## src/rtl/toplu_yazma_birimi.sv

```systemverilog
// Block store unit: writes registers ilk..ilk+sayi-1 to consecutive memory words
// starting at a word-aligned base address, one word per granted cycle.
module toplu_yazma_birimi #(
    parameter int ADRES_BIT = 32,
    parameter int VERI_BIT  = 32
) (
    input  logic                 clk,
    input  logic                 rst,
    input  logic                 baslat,
    input  logic [ADRES_BIT-1:0] taban_adres,
    input  logic [4:0]           ilk_yazmac,
    input  logic [5:0]           sayi,
    input  logic                 bellek_izin,
    output logic [4:0]           yazmac_adres,
    input  logic [VERI_BIT-1:0]  yazmac_veri,
    output logic [ADRES_BIT-1:0] bellek_adres,
    output logic [VERI_BIT-1:0]  bellek_yaz_veri,
    output logic                 bellek_yaz,
    output logic                 mesgul,
    output logic                 bitti,
    output logic                 hata
);

    typedef enum logic [1:0] {
        BOSTA,
        YAZ,
        BITTI
    } durum_t;

    localparam int unsigned ADIM = VERI_BIT / 8;

    durum_t               durum_q, durum_d;
    logic [5:0]           i_q, i_d;
    logic [ADRES_BIT-1:0] taban_q, taban_d;
    logic [4:0]           ilk_q, ilk_d;
    logic [5:0]           sayi_q, sayi_d;
    logic                 hata_q, hata_d;

    logic [6:0]           toplam;
    logic                 gecersiz;

    always_ff @(posedge clk or negedge rst) begin
        if (!rst) begin
            durum_q <= BOSTA;
            i_q     <= '0;
            taban_q <= '0;
            ilk_q   <= '0;
            sayi_q  <= '0;
            hata_q  <= 1'b0;
        end else begin
            durum_q <= durum_d;
            i_q     <= i_d;
            taban_q <= taban_d;
            ilk_q   <= ilk_d;
            sayi_q  <= sayi_d;
            hata_q  <= hata_d;
        end
    end

    // Range check is done 7 bits wide so ilk+sayi cannot wrap past 32.
    assign toplam   = {2'b00, ilk_yazmac} + {1'b0, sayi};
    assign gecersiz = (taban_adres[1:0] != 2'b00) || (toplam > 7'd32) || (sayi > 6'd32);

    always_comb begin
        durum_d = durum_q;
        i_d     = i_q;
        taban_d = taban_q;
        ilk_d   = ilk_q;
        sayi_d  = sayi_q;
        hata_d  = hata_q;
        unique case (durum_q)
            BOSTA: begin
                if (baslat) begin
                    taban_d = taban_adres;
                    ilk_d   = ilk_yazmac;
                    sayi_d  = sayi;
                    i_d     = '0;
                    hata_d  = gecersiz;
                    if (gecersiz || (sayi == 6'd0)) begin
                        durum_d = BITTI;
                    end else begin
                        durum_d = YAZ;
                    end
                end
            end
            YAZ: begin
                if (bellek_izin) begin
                    if (i_q == sayi_q - 6'd1) begin
                        durum_d = BITTI;
                    end else begin
                        i_d = i_q + 6'd1;
                    end
                end
            end
            BITTI: begin
                durum_d = BOSTA;
                hata_d  = 1'b0;
            end
            default: durum_d = BOSTA;
        endcase
    end

    always_comb begin
        yazmac_adres    = '0;
        bellek_adres    = '0;
        bellek_yaz_veri = '0;
        bellek_yaz      = 1'b0;
        bitti           = 1'b0;
        hata            = 1'b0;
        mesgul          = (durum_q != BOSTA);
        unique case (durum_q)
            YAZ: begin
                yazmac_adres    = ilk_q + i_q[4:0];
                bellek_adres    = taban_q + (ADRES_BIT'(i_q) * ADRES_BIT'(ADIM));
                bellek_yaz_veri = yazmac_veri;
                bellek_yaz      = bellek_izin;
            end
            BITTI: begin
                bitti = 1'b1;
                hata  = hata_q;
            end
            default: begin
            end
        endcase
    end

endmodule

```

## config.mk

```make
export PLATFORM = sky130hd
export DESIGN_NAME = toplu_yazma_birimi
export DESIGN_NICKNAME = d
export VERILOG_FILES = /design/src/rtl/toplu_yazma_birimi.sv
export SDC_FILE = /design/constraint.sdc
export NUM_CORES = 1
export LEC_CHECK = 0
export CORE_ASPECT_RATIO = 0.8
export CORE_MARGIN = 2
export CORE_UTILIZATION = 44
export DETAILED_ROUTE_END_ITERATION = 10
export PLACE_DENSITY_LB_ADDON = 0.05
export SETUP_SLACK_MARGIN = 0.02
export SKIP_CTS_REPAIR_TIMING = 1
export SYNTH_ARGS = -nofsm -noshare
export SYNTH_HDL_FRONTEND = slang
export SYNTH_SLANG_ARGS = --single-unit
```

## constraint.sdc

```tcl
create_clock -name clk -period 3.6 [get_ports clk]
set_input_delay 0.9 -clock clk [delete_from_list [all_inputs] [get_ports clk]]
set_output_delay 0.9 -clock clk [all_outputs]
set_load 0.01 [all_outputs]
```

==> metrics.csv <==
metric;value;unit
synth_area;3670;um2
drive_gt1_share;8.10;%
power_density;349;nW/um2
ant_nets;0;
relSlewSlack;50.7;%
slew_violations;0;
top_layer_used;met4;
grt_setup_unrepaired;true;
grt_use_total;23.8;%
cts_buffer_depth;2;
ios;152;
finalHoldViolations;0;
end_kind;primary output;
synth_edf_count;0;
antenna_found_initial;0;
synth_flop_cell;dfrtp_1;
hpwl;8.21;mm
antenna_cells;0;
clock_latency;0.30;ns
fp.dieH;85.6;um
rows;29;
tritoncts;done;
via_per_inst;5.07;
place_congestion;0.881;
cp.arrival;2.63;ns
cts_root_buffer;clkbuf_8;
numCtsBuffers;5;
routedWlPerCell;14.6;um
timing.critical_path.buf_inv;1;
port_buffers;151;
syn_avg_cell_area;7.92;um2
die_w;106;um
setup_violations;0;
period_share;98.1;%
cp_cell_sequence;ha_1 > fa_1 > a21o_1 > a21oi_2 > o21a_1 > or4_4 > or3_1 > a21oi_1 > clkbuf_2;
dpl-instance-area;5410;um2
fin_nets;729;
ys_types;50;
cts_htree_levels;2;
wl_met1;5.03;mm
final_core_util;70.1;%
drc;0;
fmax;283;MHz
path_max_fanout;3;
met3_length;501;um
drt_first_pass_iters;4;
die_area;9080;um2
syn_to_final_growth;53.3;%
ys_seq_area_share;35.5;%
status;finished, final reports clean;
fin_area;5620;um2
cp_top_family;simple AND/OR/NAND/NOR gates;
via_count;3738;
wirelength;10.8;mm
synth_fp_nets;562;
routed-wl-met2;5.21;mm
hold_path.class;reg -> reg;
grt_pass1_vias;3595;
p_leak;2.90;nW
initial_core_util;45.7;%
worst_slew_pin_slew;0.740;ns
startpoint_type;flip-flop;
crit_path_top_delay_cell;or4_4;
core;8020;um2
peakVddDrop;0.000196;V
whs;0.478;ns
slowest_delay;0.52;ns
fin_skew;0.0100;ns
grt_pass1_wl;17.5;mm
synth-seq-cells;52;
crit_required;2.70;ns
overflow;0;
path_clk_slew;0.09;ns
synthCells;463;
grt_max_degree;48;
drtIter0Drc;204;
period_needed;3.53;ns
max_cap_viol_count;0;
async_flop_share;100;%
ys_warn_count;0;
cts_sinks;52;
critPathKind;reg -> out;
## sequential cells by signal, summed over array words and instances (netlist names)
name and flops:
taban_q 32, i_q 6, sayi_q 6, ilk_q 5
durum_q 2, hata_q 1
## cells by family after synthesis
family	count (synthesis)	share of synthesized area, %
buffers and inverters	28	3.07
flip-flops	52	35.5
XOR/XNOR	37	8.84
AND/OR/NAND/NOR	274	35.6
multiplexers	5	1.37
adder cells (fa/ha/maj)	20	7.44
AO/OA/AOI/OAI	47	8.23
## worst paths after layout
| check | startpoint | end | slack [ns] | cells after the start |
|---|---|---|---|---|
| max | taban_q[2] | bellek_adres[30] | 0.07 | 9 |
| min | taban_q[0] | taban_q[0] | 0.48 | 2 |
| max reg2reg | sayi_q[0] | durum_q[0] | 1.41 | 8 |
| min reg2reg | taban_q[0] | taban_q[0] | 0.48 | 2 |
| max in group asynchronous | rst | i_q[3] | 2.15 | 2 |
| min in group asynchronous | rst | ilk_q[0] | 0.65 | 1 |
## cells in the mapped netlist, drive strengths merged, types with 2 or more instances
library cell,n,area [um2]
or3,6,38.8
nor2b,6,37.5
o21a,2,15.0
and2,42,263
and4,4,40.0
fa,3,60.1
nor3b,2,15.0
ha,17,213
inv,11,41.3
nand3,7,35.0
or4,2,18.8
a21o,4,30.0
and3,2,13.8
xnor2,20,175
a211oi,3,22.5
a21oi,12,60.1
nor4,4,25.0
buf,3,18.8
a31oi,2,12.5
nor3,9,45.0
nor2,40,150
nand4,8,65.1
xor2,17,149
mux2i,5,50.1
o21ai,13,65.1
dfrtp,52,1300
a31o,2,17.5
clkbuf,14,52.6
nand2,137,514
## cell usage in the layout, fill, tap and decap left out, types with 9 or more instances in the layout
master             n
and2_1            42
ha_1              17
xor2_1            17
dfrtp_1           52
clkdlybuf4s50_1  126
buf_4             25
dlymetal6s2s_1    23
a21oi_1           11
o21ai_0           11
nor2_1            38
xnor2_1           20
inv_1             11
nand2_1          137
nor3_1             9
## final cells by class
| type | instances | area [um2] |
|---|---|---|
| Clock buffer | 6 | 72.6 |
| Clock inverter | 1 | 5.00 |
| Fill cell | 667 | 2400 |
| Inverter | 11 | 41.3 |
| Multi-Input combinational cell | 383 | 2300 |
| Sequential cell | 52 | 1300 |
| Tap cell | 108 | 135 |
| Timing Repair Buffer | 177 | 1770 |
## per-layer routing
metal	global-route usage [%]	vias up
met3	3.42	4
met4	3.23	0
met2	40.9	93
met1	33.0	1778
met5	0	-
li1	-	1863
## where the power goes
group / leakage (nW) / internal [mW] / switching, mW / total [mW]
clock: 0.0410 / 0.133 / 0.191 / 0.324
combinational: 2.21 / 0.392 / 0.387 / 0.779
sequential: 0.650 / 0.720 / 0.137 / 0.857
## tightest hold or removal path, stage by stage, from the launching register on
cell     delay [ns]
dfrtp_1        0.34
nand2_1        0.05
nand2_1        0.06
## stage by stage
step                total power [mW]  setup TNS [ns]  setup WS [ns]  instances
floorplan                       1.28               0          0.383        463
CTS                             1.96           -3.29         -0.378        734
detailed placement              1.63         -0.0322        -0.0322        727
global placement                1.60               0         0.0303        727
finish                          1.96               0         0.0685        738
global route                    2.10         -0.0566        -0.0566        738
Note: power is estimated with default switching activity, not from simulation.
